[config.mk]
export PLATFORM = sky130hd
export DESIGN_NAME = vga_blit_controller_flat
export DESIGN_NICKNAME = d
export VERILOG_FILES = /design/src/rtl/vga_blit_controller_if.sv /design/src/rtl/vga_blit_controller.sv /design/src/flat_wrapper.sv
export SDC_FILE = /design/constraint.sdc
export NUM_CORES = 1
export LEC_CHECK = 0
export BUFFER_PORTS_ARGS = -buffer_cell sky130_fd_sc_hd__buf_2
export CORE_MARGIN = 1.5
export CORE_UTILIZATION = 30
export DETAILED_ROUTE_END_ITERATION = 10
export PLACE_DENSITY_LB_ADDON = 0.1
export SLEW_MARGIN = 15
export SYNTH_ARGS = -nofsm -noshare
export SYNTH_HDL_FRONTEND = slang
export SYNTH_SLANG_ARGS = --single-unit
[constraint.sdc]
create_clock -name main_clk -period 4 [get_ports main_clk]
set_clock_uncertainty 0.05 [all_clocks]
set_input_delay 0.2 -clock main_clk [delete_from_list [all_inputs] [get_ports main_clk]]
set_output_delay 0.2 -clock main_clk [all_outputs]
set_load 0.05 [all_outputs]
[src/rtl/vga_blit_controller_if.sv]
// CPU-side access bus of the VGA blit controller: request/grant handshake plus read return.
interface vga_blit_controller_if;
    logic        cpu_req;
    logic        cpu_we;
    logic        cpu_byte_op;
    logic [14:0] cpu_addr;
    logic [15:0] cpu_wdata;
    logic        cpu_grant;
    logic        cpu_rvalid;
    logic [15:0] cpu_rdata;

    modport master (
        output cpu_req, cpu_we, cpu_byte_op, cpu_addr, cpu_wdata,
        input  cpu_grant, cpu_rvalid, cpu_rdata
    );

    modport slave (
        input  cpu_req, cpu_we, cpu_byte_op, cpu_addr, cpu_wdata,
        output cpu_grant, cpu_rvalid, cpu_rdata
    );
endinterface

[src/rtl/vga_blit_controller.sv]
// Arbitrates the single vga_memory_system io port between CPU accesses and a fill/copy blitter,
// with CPU priority bounded by a starvation counter.
module vga_blit_controller #(
    parameter int READ_LATENCY = 2,
    parameter int STARVE_LIMIT = 4
) (
    input  logic                 main_clk,
    input  logic                 reset,
    vga_blit_controller_if.slave cpu,
    input  logic                 cmd_start,
    input  logic [1:0]           cmd_op,
    input  logic [13:0]          cmd_src,
    input  logic [13:0]          cmd_dst,
    input  logic [14:0]          cmd_len,
    input  logic [15:0]          cmd_fill,
    output logic                 busy,
    output logic                 done,
    output logic                 cmd_rejected,
    output logic                 io_do_write,
    output logic                 io_do_byte_op,
    output logic [14:0]          io_addr,
    output logic [15:0]          io_write_data,
    input  logic [15:0]          io_read_data
);

    localparam int SW = $clog2(STARVE_LIMIT + 1);
    localparam int WW = (READ_LATENCY > 2) ? $clog2(READ_LATENCY - 1) : 1;

    typedef enum logic [2:0] {IDLE, FILL, CP_RD, CP_WAIT, CP_WR, DONE} state_t;

    state_t                  state;
    logic [SW-1:0]           starve_cnt;
    logic [WW-1:0]           wait_cnt;
    logic [READ_LATENCY-1:0] cpu_tag_p;
    logic                    first_wr;

    logic [13:0] src;
    logic [13:0] dst;
    logic [14:0] len;
    logic [15:0] fill;
    logic        desc;
    logic [15:0] hold;
    logic [14:0] last_addr;

    logic        blit_want;
    logic        cpu_win;
    logic        blit_go;
    logic        accept;
    logic        last_word;
    logic [13:0] src_step;
    logic [13:0] dst_step;
    logic [15:0] wr_word;

    assign blit_want = (state == FILL) || (state == CP_RD) || (state == CP_WR);
    assign cpu_win   = !reset && cpu.cpu_req &&
                       (!blit_want || (starve_cnt < SW'(STARVE_LIMIT)));
    assign blit_go   = !reset && blit_want && !cpu_win;
    assign accept    = (state == IDLE) && cmd_start && (cmd_op != 2'd3);
    assign last_word = (len == 15'd1);
    assign src_step  = desc ? src - 14'd1 : src + 14'd1;
    assign dst_step  = desc ? dst - 14'd1 : dst + 14'd1;
    // Read data arrives in the first CP_WR cycle; later (ungranted) cycles replay it from hold.
    assign wr_word   = first_wr ? io_read_data : hold;

    assign cpu.cpu_grant  = cpu_win;
    assign cpu.cpu_rvalid = cpu_tag_p[READ_LATENCY-1];
    assign cpu.cpu_rdata  = io_read_data;

    always_comb begin
        io_do_write   = 1'b0;
        io_do_byte_op = 1'b0;
        io_addr       = last_addr;
        io_write_data = cpu.cpu_wdata;
        if (cpu_win) begin
            io_do_write   = cpu.cpu_we;
            io_do_byte_op = cpu.cpu_byte_op;
            io_addr       = cpu.cpu_addr;
            io_write_data = cpu.cpu_wdata;
        end else if (blit_go) begin
            case (state)
                FILL: begin
                    io_do_write   = 1'b1;
                    io_addr       = {dst, 1'b0};
                    io_write_data = fill;
                end
                CP_RD: begin
                    io_addr = {src, 1'b0};
                end
                CP_WR: begin
                    io_do_write   = 1'b1;
                    io_addr       = {dst, 1'b0};
                    io_write_data = wr_word;
                end
                default: ;
            endcase
        end
    end

    always_ff @(posedge main_clk) begin
        if (reset) begin
            state        <= IDLE;
            busy         <= 1'b0;
            done         <= 1'b0;
            cmd_rejected <= 1'b0;
            starve_cnt   <= '0;
            cpu_tag_p    <= '0;
            first_wr     <= 1'b0;
        end else begin
            done         <= 1'b0;
            cmd_rejected <= cmd_start && ((state != IDLE) || (cmd_op == 2'd3));
            cpu_tag_p    <= {cpu_tag_p[READ_LATENCY-2:0], cpu_win & ~cpu.cpu_we};
            starve_cnt   <= (blit_want && cpu_win) ? starve_cnt + SW'(1) : '0;
            case (state)
                IDLE: begin
                    if (accept) begin
                        if (cmd_len == 15'd0) begin
                            state <= DONE;
                            done  <= 1'b1;
                        end else begin
                            state <= (cmd_op == 2'd0) ? FILL : CP_RD;
                            busy  <= 1'b1;
                        end
                    end
                end
                FILL: begin
                    if (blit_go && last_word) begin
                        state <= DONE;
                        done  <= 1'b1;
                        busy  <= 1'b0;
                    end
                end
                CP_RD: begin
                    if (blit_go) begin
                        state    <= CP_WAIT;
                        wait_cnt <= WW'(READ_LATENCY - 2);
                    end
                end
                CP_WAIT: begin
                    if (wait_cnt == '0) begin
                        state    <= CP_WR;
                        first_wr <= 1'b1;
                    end else begin
                        wait_cnt <= wait_cnt - WW'(1);
                    end
                end
                CP_WR: begin
                    first_wr <= 1'b0;
                    if (blit_go) begin
                        if (last_word) begin
                            state <= DONE;
                            done  <= 1'b1;
                            busy  <= 1'b0;
                        end else begin
                            state <= CP_RD;
                        end
                    end
                end
                DONE:    state <= IDLE;
                default: state <= IDLE;
            endcase
        end
    end

    // Command operands and address pointers carry no reset; the FSM state qualifies them.
    always_ff @(posedge main_clk) begin
        last_addr <= io_addr;
        if (accept) begin
            src  <= cmd_src;
            dst  <= cmd_dst;
            len  <= cmd_len;
            fill <= cmd_fill;
            desc <= (cmd_op == 2'd2);
        end else if (blit_go && (state == FILL)) begin
            dst <= dst_step;
            len <= len - 15'd1;
        end else if (blit_go && (state == CP_WR)) begin
            src <= src_step;
            dst <= dst_step;
            len <= len - 15'd1;
        end
        if ((state == CP_WR) && first_wr) hold <= io_read_data;
    end

endmodule
[src/flat_wrapper.sv]
// flat-port wrapper written by rule: the top's interface ports become plain ports
module vga_blit_controller_flat 
#(
    parameter int READ_LATENCY = 2,
    parameter int STARVE_LIMIT = 4
)
  (main_clk, reset, cmd_start, cmd_op, cmd_src, cmd_dst, cmd_len, cmd_fill, busy, done, cmd_rejected, io_do_write, io_do_byte_op, io_addr, io_write_data, io_read_data, cpu_cpu_req, cpu_cpu_we, cpu_cpu_byte_op, cpu_cpu_addr, cpu_cpu_wdata, cpu_cpu_grant, cpu_cpu_rvalid, cpu_cpu_rdata);
  vga_blit_controller_if cpu_i ();
  input  logic main_clk;
  input  logic reset;
  input  logic cmd_start;
  input  logic [1:0] cmd_op;
  input  logic [13:0] cmd_src;
  input  logic [13:0] cmd_dst;
  input  logic [14:0] cmd_len;
  input  logic [15:0] cmd_fill;
  output logic busy;
  output logic done;
  output logic cmd_rejected;
  output logic io_do_write;
  output logic io_do_byte_op;
  output logic [14:0] io_addr;
  output logic [15:0] io_write_data;
  input  logic [15:0] io_read_data;
  input wire logic [$bits(cpu_i.cpu_req)-1:0] cpu_cpu_req;
  input wire logic [$bits(cpu_i.cpu_we)-1:0] cpu_cpu_we;
  input wire logic [$bits(cpu_i.cpu_byte_op)-1:0] cpu_cpu_byte_op;
  input wire logic [$bits(cpu_i.cpu_addr)-1:0] cpu_cpu_addr;
  input wire logic [$bits(cpu_i.cpu_wdata)-1:0] cpu_cpu_wdata;
  output wire logic [$bits(cpu_i.cpu_grant)-1:0] cpu_cpu_grant;
  output wire logic [$bits(cpu_i.cpu_rvalid)-1:0] cpu_cpu_rvalid;
  output wire logic [$bits(cpu_i.cpu_rdata)-1:0] cpu_cpu_rdata;
  assign cpu_i.cpu_req = cpu_cpu_req;
  assign cpu_i.cpu_we = cpu_cpu_we;
  assign cpu_i.cpu_byte_op = cpu_cpu_byte_op;
  assign cpu_i.cpu_addr = cpu_cpu_addr;
  assign cpu_i.cpu_wdata = cpu_cpu_wdata;
  assign cpu_cpu_grant = cpu_i.cpu_grant;
  assign cpu_cpu_rvalid = cpu_i.cpu_rvalid;
  assign cpu_cpu_rdata = cpu_i.cpu_rdata;
  vga_blit_controller #(.READ_LATENCY(READ_LATENCY), .STARVE_LIMIT(STARVE_LIMIT)) u_core (.main_clk(main_clk), .reset(reset), .cpu(cpu_i), .cmd_start(cmd_start), .cmd_op(cmd_op), .cmd_src(cmd_src), .cmd_dst(cmd_dst), .cmd_len(cmd_len), .cmd_fill(cmd_fill), .busy(busy), .done(done), .cmd_rejected(cmd_rejected), .io_do_write(io_do_write), .io_do_byte_op(io_do_byte_op), .io_addr(io_addr), .io_write_data(io_write_data), .io_read_data(io_read_data));
endmodule
# Yosys cells after proc, flatten, opt, wreduce, memory -nomap -nowiden
# Index checks and enable logic that the tools add are counted.
[op_classes] shift=0 n_eq_ne=16 muxes=48 n_div=0 magnitude_cmp=1 addsub=7 reduce_logical=35 mul=0 bitwise=4
[op_table] operator="$mux W14" n=8
[op_table] operator="$mux W15" n=5
[op_table] operator="$mux W16" n=3
[op_table] operator="$pmux W16 S2" n=1
[op_table] operator="$pmux W15 S2" n=1
[op_table] operator="$add A14 B1 Y14 const B" n=2
[op_table] operator="$sub A14 B1 Y14 const B" n=2
[op_table] operator="$mux W3" n=7
[op_table] operator="$mux W1" n=17
[op_table] operator="$eq A15 B1 Y1 const B" n=1
[op_table] operator="$logic_not A15 Y1" n=1
[op_table] operator="$pmux W3 S5" n=1
[op_table] operator="$sub A15 B1 Y15 const B" n=1
[op_table] operator="$logic_and A1 B1 Y1" n=12
[op_table] operator="$ne A2 B1 Y1 const B" n=5
[op_table] operator="$reduce_bool A3 Y1" n=3
[op_table] operator="$ne A2 B2 Y1 const B" n=4
[op_table] operator="$eq A3 B2 Y1 const B" n=2
[op_table] operator="$pmux W1 S3" n=2
[op_table] operator="$reduce_and A6 Y1" n=1
[op_table] operator="$reduce_bool A2 Y1" n=3
[op_table] operator="$reduce_and A5 Y1" n=1
[op_table] operator="$eq A2 B2 Y1 const B" n=2
[op_table] operator="$logic_or A1 B1 Y1" n=4
[op_table] operator="other kinds (15)" n=22
[word_totals] rom_bits=0 ramBits=0 regBits=104 out_inout_bits=54 latch_bits=0 n_memories=0

# Longest topological paths before layout
# Gate-level depths: netlist (run 1).
[depth] ltp_word=12 mapped_depth=8

# Worst setup path after synthesis (run 1)
# OpenSTA, ideal clock, no wires.
[synth_timing] path_kind="register -> register" start="register u_core.desc" end="register u_core.src[12], data pin" setup_time_ns=0.270 arrival_ns=2.591 path_slack_ns=1.089 path_stages_with_launch=8 period_less_slack_ns=2.911 cell_sequence="edfxtp_1 > ha_1 > a211o_1 > a211oi_1 > nor3_1 > a221oi_1 > xor2_1 > a21oi_1"
[synth_between] elab_chain_len=4
[synth_lines] item="from (decl)" line="vga_blit_controller.sv:41" text="logic desc;"
[synth_lines] item="from (signal assigned)" line="vga_blit_controller.sv:172" text="desc <= (cmd_op == 2'd2);"
[synth_lines] item="$mux W14" line="vga_blit_controller.sv:60" text="assign src_step = desc ? src - 14'd1 : src + 14'd1;"
[synth_lines] item="$mux W14" line="vga_blit_controller.sv:176" text="end else if (blit_go && (state == CP_WR)) begin"
[synth_lines] item="$mux W14" line="vga_blit_controller.sv:173" text="end else if (blit_go && (state == FILL)) begin"
[synth_lines] item="$mux W14" line="vga_blit_controller.sv:167" text="if (accept) begin"
[synth_lines] item="to (signal assigned)" line="vga_blit_controller.sv:168" text="src <= cmd_src;"
[synth_lines] item="to (signal assigned)" line="vga_blit_controller.sv:177" text="src <= src_step;"
[synth_lines] item="to (decl)" line="vga_blit_controller.sv:37" text="logic [13:0] src;"
# No other way between the ends. The select of a mux whose other input is x is not followed.
# A chain may end at the register's enable or synchronous reset.

# Final worst setup path (run 1)
[layout_timing] start="register u_core.state[2]" end="output port io_addr[11]"
[layout_between] elab_chain_len=10
[layout_lines] item="from (decl)" line="vga_blit_controller.sv:31" text="state_t state;"
[layout_lines] item="from (signal assigned)" line="vga_blit_controller.sv:120" text="state <= (cmd_op == 2'd0) ? FILL : CP_RD;"
[layout_lines] item="$eq A3 B1 Y1 / $eq A3 B2 Y1 (equally long branches)" line="vga_blit_controller.sv:54, vga_blit_controller.sv:80"
[layout_lines] item="$logic_or A1 B1 Y1 (2 in series)" line="vga_blit_controller.sv:54" text="assign blit_want = (state == FILL) || (state == CP_RD) || (state == CP_WR);"
[layout_lines] item="$logic_not A1 Y1" line="vga_blit_controller.sv:56" text="(!blit_want || (starve_cnt < SW'(STARVE_LIMIT)));"
[layout_lines] item="$logic_or A1 B1 Y1" line="vga_blit_controller.sv:56"
[layout_lines] item="$logic_and A1 B1 Y1" line="vga_blit_controller.sv:55" text="assign cpu_win = !reset && cpu.cpu_req &&"
[layout_lines] item="$logic_not A1 Y1" line="vga_blit_controller.sv:57" text="assign blit_go = !reset && blit_want && !cpu_win;"
[layout_lines] item="$logic_and A1 B1 Y1" line="vga_blit_controller.sv:57"
[layout_lines] item="$mux W15" line="vga_blit_controller.sv:79" text="end else if (blit_go) begin"
[layout_lines] item="$mux W15 *" line="vga_blit_controller.sv:74" text="if (cpu_win) begin"
[layout_lines] item="to (decl)" line="flat_wrapper.sv:22" text="output logic [14:0] io_addr;"
# Every way passes the cells marked *; elsewhere a longest branch is shown, timed or not.

==> out/qor.yml, run 1 <==
layout:
  area_growth_syn_to_layout_pct: 25.78
  antennaDiodeCount: 0
  post_layout_instance_count_excluding_filler_cells: 1073
  final_layout_size_suffix_gt1_frac: 0.2525
  fin_area_sq_um: 7644
  fin_nets: 946
yosys:
  synth-edff-count: 76
  synthAdderAreaFrac: 0.06218
  synth_area_per_cell_sq_um: 9.585
  synth_area_in_xor_xnor: 0.04900
  synth.mux.area_fraction: 0.03150
  share_of_the_synthesized_area_in_compound_gates_ao_oa_aoi_oai: 0.1956
  ys_seq_elements: 103
  ys.flop_type: "sky130_fd_sc_hd__edfxtp_1"
  synth_area_sq_um: 6077
  synth-simple-area-share: 0.1524
  seq_area_frac_synth: 0.4645
  proportion_of_synthesized_flip_flops_having_asynchronous_set_or_reset: 0
  synthesis.nets: 777
  postSynthCellCount: 634
  yosysWarnings: 0
  synth.distinct_cells: 60
  main_combinational_cell_family_by_area_after_synthesis: "compound AO/OA/AOI/OAI gates"
die:
  start_util: 0.3092
  fp.dieH_um: 145.3
  num_io_pins: 168
  core_area_sq_um: 19650
  row_count: 51
  design.die.area_sq_um: 21120
  dieWidth_um: 145.3
sta:
  final.min_clock_period_ns: 3.581
  final.setup.tns_ns: 0
  fmaxAchievable_mhz: 279.2
  timing.final.hold_violations: 0
  holdWs_ns: 0.01275
  report.final.setup_viol: 0
  grt_setup_unrepaired: "no"
  report.final.slew_viol_count: 0
  max_slew.worst_pin.slew_ns: 1.028
  final.period_utilization: 0.8953
  worst_slack_ns: 0.4188
  slew_headroom: 0.3148
grt:
  vias_in_the_first_global_route: 5393
  grt_antenna_before_repair: 0
  maximum_number_of_pins_on_one_net_before_global_route_repair: 37
  grt_first_pass_wirelength_um: 27730
  grt.total_usage: 0.1645
  globalRouteOverflowTotal: 0
worst_setup_path:
  critPathLaunch: "u_core.state[2]$_SDFFE_PP0P_"
  crit_path_max_incr_delay_ns: 0.70
  crit_path_max_fanout: 23
  timing.critical_path.cells: "or3b_1, o21ai_2, a21o_1, buf_4, nor2_1, a21oi_1, buf_2"
  critical-path-slowest-cell: "sky130_fd_sc_hd__or3b_1"
  critPathArrivalTime_ns: 3.33
  crit_path_end_kind: "primary output"
  worst_setup_path_start_kind: "flip-flop"
  worst-endpoint-required_ns: 3.75
  cpLargestDelayFamily: "compound AO/OA/AOI/OAI gates"
  reg2reg_depth: 7
  crit_buf_inv: 2
  setup.worst_path.class: "flip-flop to primary output"
  cp.depth: 7
  r2r-start: "u_core.desc$_DFFE_PP_"
placed_design:
  preCtsSetupSlack_ns: 0.6000
  io_buffer_count: 167
  numPlacedInstances: 1032
  placed_area_sq_um: 7118
  place.detailed.hpwl_um: 13110
  place.gp.congestion: 0.8538
route:
  dr.first_iter.drc_count: 264
  drt-pass1-iter-count: 5
  dr_total_vias: 5279
  drc_markers: 0
  wl_per_cell_um: 16.23
  antenna_violating_nets_post_route: 0
  mean_number_of_vias_per_cell: 4.920
  finalWirelength_um: 17420
clock_network:
  cts.path.max_buffers: 2
  tritoncts_clock_tree: "yes"
  clk_pin_slew_ns: 0.08
  clkSinkCount: 103
  clk_root_buffer_cell: "sky130_fd_sc_hd__clkbuf_16"
  cts_inserted_buffers: 9
  post-cts-setup-buffers: 0
  htree_num_levels: 3
  clk_latency_ns: 0.35
min_path:
  worst_hold_path.num_cells: 1
  hp-class: "primary input to flip-flop"
  hp_start: "io_read_data[11]"
outcome:
  outcome: "completed"
pwr:
  p_per_area_nw_per_um2: 746.3
  total_leakage_power_nw: 3.081
  vdd_drop_max_v: 0.0002829
run:
  number_of_maximum_capacitance_constraint_violations: 0
[layout make-up]
type / instances / area, sq um
fill: 2067 / 12010
multi-input combinational: 475 / 2992
clock inverter: 5 / 42.54
sequential: 103 / 2823
timing repair buffer: 203 / 1181
clock buffer: 11 / 232.7
inverter: 11 / 41.29
tap: 265 / 331.6
[synth_stat cells, types with 7 or more instances]
library cell / n / share of area
sky130_fd_sc_hd__a211oi_1: 8 / 0.0099
sky130_fd_sc_hd__a21o_1: 12 / 0.015
sky130_fd_sc_hd__a21oi_1: 66 / 0.054
sky130_fd_sc_hd__a222oi_1: 14 / 0.023
sky130_fd_sc_hd__buf_4: 16 / 0.020
sky130_fd_sc_hd__clkbuf_1: 24 / 0.015
sky130_fd_sc_hd__dfxtp_1: 27 / 0.089
sky130_fd_sc_hd__edfxtp_1: 76 / 0.38
sky130_fd_sc_hd__ha_1: 27 / 0.056
sky130_fd_sc_hd__inv_1: 8 / 0.0049
sky130_fd_sc_hd__mux2i_1: 18 / 0.030
sky130_fd_sc_hd__nand2_1: 65 / 0.040
sky130_fd_sc_hd__nand3_1: 8 / 0.0066
sky130_fd_sc_hd__nor2_1: 85 / 0.053
sky130_fd_sc_hd__nor2b_1: 7 / 0.0072
sky130_fd_sc_hd__nor3_1: 9 / 0.0074
sky130_fd_sc_hd__o21ai_0: 9 / 0.0074
sky130_fd_sc_hd__o21ai_1: 40 / 0.033
sky130_fd_sc_hd__xnor2_1: 18 / 0.026
sky130_fd_sc_hd__xor2_1: 16 / 0.023
[registers in the layout, indices dropped and copies added, names as in the netlist]
name	cells
u_core.desc	1
u_core.first_wr	1
u_core.state	3
u_core.src	14
u_core.cpu_tag_p	2
u_core.cmd_rejected	1
u_core.starve_cnt	3
u_core.busy	1
u_core.len	15
u_core.done	1
u_core.dst	14
u_core.fill	16
u_core.last_addr	15
u_core.hold	16
[report_power, final]
group / switching [W] / leakage, nW / internal, W
logic: 0.00179 / 2.02 / 0.00113
clock network: 0.000421 / 0.131 / 0.000430
registers: 0.000300 / 0.932 / 0.00164
total: 0.00251 / 3.08 / 0.00320
[logic make-up (layout without fill, tap and decap cells)]
logic type,Yosys count,after routing
XOR/XNOR,34,34
AO/OA/AOI/OAI,190,190
flip-flops,103,103
buffers and inverters,56,230
multiplexers,19,19
AND/OR/NAND/NOR,203,203
adder cells (fa/ha/maj),29,29
[placed cells by master (no fill, tap or decap), types with 3 or more instances in the layout]
cell                              n
sky130_fd_sc_hd__o21ai_0          8
sky130_fd_sc_hd__nor2b_1          7
sky130_fd_sc_hd__nand2b_1         4
sky130_fd_sc_hd__o21ai_1         41
sky130_fd_sc_hd__and3_1           4
sky130_fd_sc_hd__nand3_1          7
sky130_fd_sc_hd__xnor2_1         18
sky130_fd_sc_hd__inv_2            3
sky130_fd_sc_hd__a31oi_1          5
sky130_fd_sc_hd__and2_1           3
sky130_fd_sc_hd__buf_2          167
sky130_fd_sc_hd__buf_4           10
sky130_fd_sc_hd__o21a_1           5
sky130_fd_sc_hd__o21bai_1         4
sky130_fd_sc_hd__ha_1            27
sky130_fd_sc_hd__nand2_1         65
sky130_fd_sc_hd__edfxtp_1        76
sky130_fd_sc_hd__o22ai_1          3
sky130_fd_sc_hd__dfxtp_1         27
sky130_fd_sc_hd__clkbuf_16        9
sky130_fd_sc_hd__a222oi_1        14
sky130_fd_sc_hd__a21o_1          12
sky130_fd_sc_hd__nor4_1           4
sky130_fd_sc_hd__nor2_1          85
sky130_fd_sc_hd__inv_1            8
sky130_fd_sc_hd__nor3_1           9
sky130_fd_sc_hd__a211oi_1         8
sky130_fd_sc_hd__a21oi_1         66
sky130_fd_sc_hd__mux2i_1         18
sky130_fd_sc_hd__dlygate4sd3_1   25
sky130_fd_sc_hd__xor2_1          16
sky130_fd_sc_hd__o31ai_1          4
[routing by layer]
metal,wire [um],vias up,share of wire,global-route usage
li1,-,2668,-,-
met1,8317,2474,0.48,0.2203
met2,8161,119,0.47,0.2700
met3,634,18,0.036,0.02862
met4,307,0,0.018,0.05102
met5,0,-,0,0
[worst reg2reg max path, delay by kind of cell (launching register included)]
| kind | cells | cell delay (ns) |
|---|---|---|
| xor+xnor | 1 | 0.17 |
| simple gates | 1 | 0.17 |
| flops | 1 | 1.03 |
| compound gates | 4 | 1.29 |
| fa+ha+maj | 1 | 0.39 |
[path summary, 6_finish.rpt]
path                                      to  slack, ns
max                              io_addr[11]       0.42
min                u_core.hold[11]$_DFFE_PP_       0.01
max reg2reg         u_core.src[13]$_DFFE_PP_       0.63
min reg2reg  u_core.starve_cnt[0]$_SDFF_PP0_       0.38
[what timing repair did]
action                    CTS  global route
hold endpoints to repair   24             1
gates resized for setup     0             0
hold buffers               24             1
[metrics by stage]
step,util,total power (W)
after CTS,0.3884,0.005746
after global placement,0.3622,0.004814
after detailed placement,0.3622,0.004855
after global routing,0.3889,0.006134
final,0.3889,0.005704
after floorplan,-,0.004109
No activity file was read; power rests on OpenSTA's default activity.
==> run 2: changes to the inputs <==
--- a/config.mk
+++ b/config.mk
@@ -8,9 +8,10 @@
 export BUFFER_PORTS_ARGS = -buffer_cell sky130_fd_sc_hd__buf_2
 export CORE_MARGIN = 1.5
 export CORE_UTILIZATION = 30
+export CTS_BUF_LIST = sky130_fd_sc_hd__clkbuf_4
 export DETAILED_ROUTE_END_ITERATION = 10
 export PLACE_DENSITY_LB_ADDON = 0.1
-export SLEW_MARGIN = 15
+export SLEW_MARGIN = 25
 export SYNTH_ARGS = -nofsm -noshare
 export SYNTH_HDL_FRONTEND = slang
 export SYNTH_SLANG_ARGS = --single-unit
==> out/qor.yml, run 2 (synthesis results as in run 1) <==
clock_network:
  tritoncts_clock_tree: "yes"
  clk_latency_ns: 0.48
  cts_inserted_buffers: 9
  cts.path.max_buffers: 2
  clk_pin_slew_ns: 0.17
  clkSinkCount: 103
  htree_num_levels: 3
  clk_root_buffer_cell: "sky130_fd_sc_hd__clkbuf_4"
run:
  number_of_maximum_capacitance_constraint_violations: 0
sta:
  final.period_utilization: 0.8960
  final.min_clock_period_ns: 3.584
  final.setup.tns_ns: 0
  report.final.slew_viol_count: 0
  timing.final.hold_violations: 0
  holdWs_ns: 0.03771
  grt_setup_unrepaired: "no"
  max_slew.worst_pin.slew_ns: 1.037
  report.final.setup_viol: 0
  worst_slack_ns: 0.4158
  fmaxAchievable_mhz: 279.0
  slew_headroom: 0.3084
worst_setup_path:
  worst_setup_path_start_kind: "flip-flop"
  cpLargestDelayFamily: "simple AND/OR/NAND/NOR gates"
  critPathArrivalTime_ns: 3.33
  critical-path-slowest-cell: "sky130_fd_sc_hd__or3b_1"
  crit_path_max_fanout: 19
  setup.worst_path.class: "flip-flop to primary output"
  crit_buf_inv: 1
  timing.critical_path.cells: "or3b_1, o21ai_2, nand2b_1, a222oi_1, a21oi_1, buf_2"
  worst-endpoint-required_ns: 3.75
  crit_path_end_kind: "primary output"
  crit_path_max_incr_delay_ns: 0.70
die:
  num_io_pins: 168
  row_count: 51
  design.die.area_sq_um: 21120
  core_area_sq_um: 19650
  dieWidth_um: 145.3
  fp.dieH_um: 145.3
  start_util: 0.3092
grt:
  grt.total_usage: 0.1726
  maximum_number_of_pins_on_one_net_before_global_route_repair: 37
  vias_in_the_first_global_route: 5730
  grt_antenna_before_repair: 1
  globalRouteOverflowTotal: 0
  grt_first_pass_wirelength_um: 29130
layout:
  top_regs: "u_core.fill: 16 flops, u_core.hold: 16 flops"
  final_layout_size_suffix_gt1_frac: 0.2360
  layout.cells.most_common: "sky130_fd_sc_hd__buf_2"
  area_growth_syn_to_layout_pct: 34.77
  post_layout_instance_count_excluding_filler_cells: 1144
  fin_nets: 1015
  mostFrequentLayoutCells: "sky130_fd_sc_hd__buf_2, sky130_fd_sc_hd__dlygate4sd3_1, sky130_fd_sc_hd__nor2_1"
pwr:
  power_switching_share: 0.4564
  sequentialPowerShare: 0.356
  combinational_share_of_power: 0.546
  p_per_area_nw_per_um2: 664.5
  vdd_drop_max_v: 0.0002534
  share_clk_of_total_power: 0.098
  p_int_w: 0.002959
  net-switching-power_w: 0.002484
  total_leakage_power_nw: 3.308
placed_design:
  preCtsSetupSlack_ns: 0.6000
  place.detailed.hpwl_um: 13110
  numPlacedInstances: 1032
  place.gp.congestion: 0.8538
  io_buffer_count: 167
route:
  dr_total_vias: 5610
  wl_per_cell_um: 15.94
  dr.first_iter.drc_count: 254
  antenna_violating_nets_post_route: 0
  mean_number_of_vias_per_cell: 4.904
  drt-pass1-iter-count: 5
  drc_markers: 0
  finalWirelength_um: 18230
outcome:
  outcome: "completed"
min_path:
  hp-class: "primary input to flip-flop"
run 2: cell count changes in the layout (fill, tap and decap cells not counted):
cell / delta
sky130_fd_sc_hd__clkbuf_4: +11
sky130_fd_sc_hd__a21o_1: -1
sky130_fd_sc_hd__diode_2: +2
sky130_fd_sc_hd__dlygate4sd3_1: +69
sky130_fd_sc_hd__a21o_2: +1
sky130_fd_sc_hd__clkbuf_1: -2
sky130_fd_sc_hd__clkbuf_16: -9
run 2: worst register-to-register path, stage by stage (launching register included):
cell                        delay (ns)
sky130_fd_sc_hd__edfxtp_1         1.07
sky130_fd_sc_hd__ha_1             0.39
sky130_fd_sc_hd__a211o_1          0.31
sky130_fd_sc_hd__a2111oi_0        0.44
sky130_fd_sc_hd__nor2_1           0.17
sky130_fd_sc_hd__o41ai_1          0.47
sky130_fd_sc_hd__xnor2_1          0.17
sky130_fd_sc_hd__o21ai_1          0.07
run 2: cell type report:
cell class / instances / area (sq um)
fill: 2022 / 11460
clock inverter: 5 / 42.54
tap: 265 / 331.6
clock buffer: 11 / 82.58
timing repair buffer: 272 / 1872
multi-input combinational: 475 / 2993
antenna: 2 / 5.005
sequential: 103 / 2823
inverter: 11 / 41.29
run 2: metrics by stage:
step	utilization	power (W)	cell area, sq um
floorplan	-	0.004109	6077
global placement	0.3622	0.004814	7118
detailed placement	0.3622	0.004855	7118
CTS	0.4164	0.005481	8184
global route	0.4167	0.005866	8190
finish	0.4167	0.005443	8190
run 2: worst paths after layout:
check	from	to	slack (ns)	depth (start not counted)
max	u_core.state[2]$_SDFFE_PP0P_	io_addr[6]	0.42	6
min	cmd_src[9]	u_core.src[9]$_DFFE_PP_	0.04	3
max reg2reg	u_core.desc$_DFFE_PP_	u_core.src[13]$_DFFE_PP_	0.60	7
min reg2reg	u_core.starve_cnt[0]$_SDFF_PP0_	u_core.starve_cnt[0]$_SDFF_PP0_	0.39	1
run 2: power groups by stage:
stage / logic (W) / clock network [W] / registers [W]
after floorplan: 0.00227 / 0 / 0.00183
after global placement: 0.00287 / 0 / 0.00195
after detailed placement: 0.00289 / 0 / 0.00196
after CTS: 0.00298 / 0.000564 / 0.00194
after global routing: 0.00329 / 0.000602 / 0.00198
final: 0.00297 / 0.000535 / 0.00194
run 2: timing repair:
action                                  4_1_cts  5_1_grt
gates resized for setup                       0        1
hold endpoints to repair                     98        0
endpoints found under the setup margin        0        1
hold buffers                                 94        0
buffers inserted                              0        0
run 2: per-layer routing:
layer  global-route usage  wire length, um
met1               0.2238             8517
met2               0.2926             8717
met3              0.02358              654
met4              0.06327              343
met5                    0                0
==> run 3: changes to the inputs <==
--- a/config.mk
+++ b/config.mk
@@ -10,7 +10,7 @@
 export CORE_UTILIZATION = 30
 export CTS_BUF_LIST = sky130_fd_sc_hd__clkbuf_4
 export DETAILED_ROUTE_END_ITERATION = 10
-export PLACE_DENSITY_LB_ADDON = 0.1
+export HOLD_SLACK_MARGIN = 0.08
 export SLEW_MARGIN = 25
 export SYNTH_ARGS = -nofsm -noshare
 export SYNTH_HDL_FRONTEND = slang
==> out/qor.yml, run 3 (synthesis results as in run 1) <==
pwr:
  net-switching-power_w: 0.002481
  design_power_total_w: 0.005478
  p_per_area_nw_per_um2: 664.0
  total_leakage_power_nw: 3.339
  combinational_share_of_power: 0.548
  sequentialPowerShare: 0.349
  p_int_w: 0.002997
  share_clk_of_total_power: 0.103
  vdd_drop_max_v: 0.0002133
  power_switching_share: 0.4529
clock_network:
  tritoncts_clock_tree: "yes"
  clk_root_buffer_cell: "sky130_fd_sc_hd__clkbuf_4"
  clkSinkCount: 103
  post-cts-setup-buffers: 0
  clk_pin_slew_ns: 0.17
  htree_num_levels: 3
  cts.path.max_buffers: 2
  cts_inserted_buffers: 9
  clk_latency_ns: 0.49
route:
  wl_per_cell_um: 15.91
  met2_wl_post_dr_um: 8579
  dr_total_vias: 5655
  dr.first_iter.drc_count: 433
  mean_number_of_vias_per_cell: 4.917
  drt-pass1-iter-count: 6
  met3_wirelength_um: 686
  wl_met1_um: 8573
  uppermost_layer_routed: "met4"
  antenna_violating_nets_post_route: 0
  drc_markers: 0
  finalWirelength_um: 18300
worst_setup_path:
  reg2reg_depth: 8
  critPathArrivalTime_ns: 3.04
  crit_path_max_incr_delay_ns: 0.62
  crit_buf_inv: 2
  setup.worst_path.class: "flip-flop to primary output"
  crit_path_max_fanout: 22
  timing.critical_path.cells: "or3b_1, o21ai_2, a21o_1, buf_4, nor2_1, a21oi_1, buf_2"
  cpLargestDelayFamily: "compound AO/OA/AOI/OAI gates"
  worst_setup_path_start_kind: "flip-flop"
  crit_path_end_kind: "primary output"
  worst-endpoint-required_ns: 3.75
  critical-path-slowest-cell: "sky130_fd_sc_hd__dfxtp_1"
  cp.depth: 7
sta:
  grt_setup_unrepaired: "no"
  final.min_clock_period_ns: 3.293
  slew_headroom: 0.4660
  report.final.setup_viol: 0
  final.setup.tns_ns: 0
  final.period_utilization: 0.8232
  holdWs_ns: 0.3270
  report.final.slew_viol_count: 0
  timing.final.hold_violations: 0
  fmaxAchievable_mhz: 303.7
  worst_slack_ns: 0.7072
  max_slew.worst_pin.slew_ns: 0.8009
placed_design:
  io_buffer_count: 167
  place.gp.congestion: 0.8242
  place.detailed.hpwl_um: 12560
  preCtsSetupSlack_ns: 1.049
layout:
  n_fill_cell: 1958
  fin_nets: 1023
  layout.cells.most_common: "sky130_fd_sc_hd__buf_2"
  final_layout_size_suffix_gt1_frac: 0.2353
  mostFrequentLayoutCells: "sky130_fd_sc_hd__buf_2, sky130_fd_sc_hd__dlygate4sd3_1, sky130_fd_sc_hd__nor2_1"
  final_core_util: 0.4198
  area_growth_syn_to_layout_pct: 35.76
  top_regs: "u_core.fill: 16 flops, u_core.hold: 16 flops"
grt:
  maximum_number_of_pins_on_one_net_before_global_route_repair: 47
  grt.total_usage: 0.1693
  globalRouteOverflowTotal: 0
  vias_in_the_first_global_route: 5590
  grt_first_pass_wirelength_um: 28460
  grt_antenna_before_repair: 1
outcome:
  outcome: "completed"
run:
  number_of_maximum_capacitance_constraint_violations: 0
die:
  fp.dieH_um: 145.3
  start_util: 0.3092
  row_count: 51
  dieWidth_um: 145.3
  core_area_sq_um: 19650
  design.die.area_sq_um: 21120
  num_io_pins: 168
min_path:
  worst_hold_path.num_cells: 4
  hp-class: "primary input to flip-flop"
## run 3: repair_timing
item                                   in CTS  in global routing
hold buffers                               98                  0
endpoints found under the hold margin     100                  0
resized for setup                           0                  0
## run 3: metrics by stage
| step | cell area [sq um] | instances |
|---|---|---|
| final | 8250 | 1150 |
| after detailed placement | 7136 | 1036 |
| after floorplan | 6077 | 634 |
| after global routing | 8250 | 1150 |
| after global placement | 7136 | 1036 |
| after CTS | 8247 | 1149 |
## run 3: area by class of cell
cell class                 instances  area (sq um)  share of cell area
multi-input combinational        475          2992              0.3626
timing repair buffer             280          1929              0.2338
clock inverter                     6         62.56            0.007583
antenna                            1         2.502           0.0003033
sequential                       103          2824              0.3423
tap                              265         331.6             0.04019
clock buffer                       9         67.56            0.008189
inverter                          11         41.29            0.005005
## run 3: worst min-delay path, stage by stage
cell                      delay (ns)
sky130_fd_sc_hd__buf_2          0.10
sky130_fd_sc_hd__nand2_1        0.09
sky130_fd_sc_hd__nand3_2        0.10
sky130_fd_sc_hd__inv_2          0.17
## run 3: routing by layer
| metal | track usage | vias up |
|---|---|---|
| met2 | 0.2733 | 122 |
| met5 | 0 | - |
| met3 | 0.03145 | 30 |
| li1 | - | 2819 |
| met1 | 0.2210 | 2684 |
| met4 | 0.07449 | 0 |
## run 3: power by group through the flow
stage	registers (W)	logic (W)	clock network, W
after global placement	0.00192	0.00289	0
after global routing	0.00195	0.00330	0.000610
after detailed placement	0.00193	0.00291	0
after CTS	0.00191	0.00301	0.000581
final	0.00191	0.00300	0.000565
after floorplan	0.00183	0.00227	0
## run 3: worst paths after layout
check	slack, ns	startpoint	endpoint
setup / recovery	0.71	u_core.state[2]$_SDFFE_PP0P_	io_addr[1]
hold / removal	0.33	cmd_op[1]	u_core.fill[2]$_DFFE_PP_
setup reg to reg	1.07	u_core.desc$_DFFE_PP_	u_core.src[13]$_DFFE_PP_
hold reg to reg	0.39	u_core.starve_cnt[0]$_SDFF_PP0_	u_core.starve_cnt[0]$_SDFF_PP0_
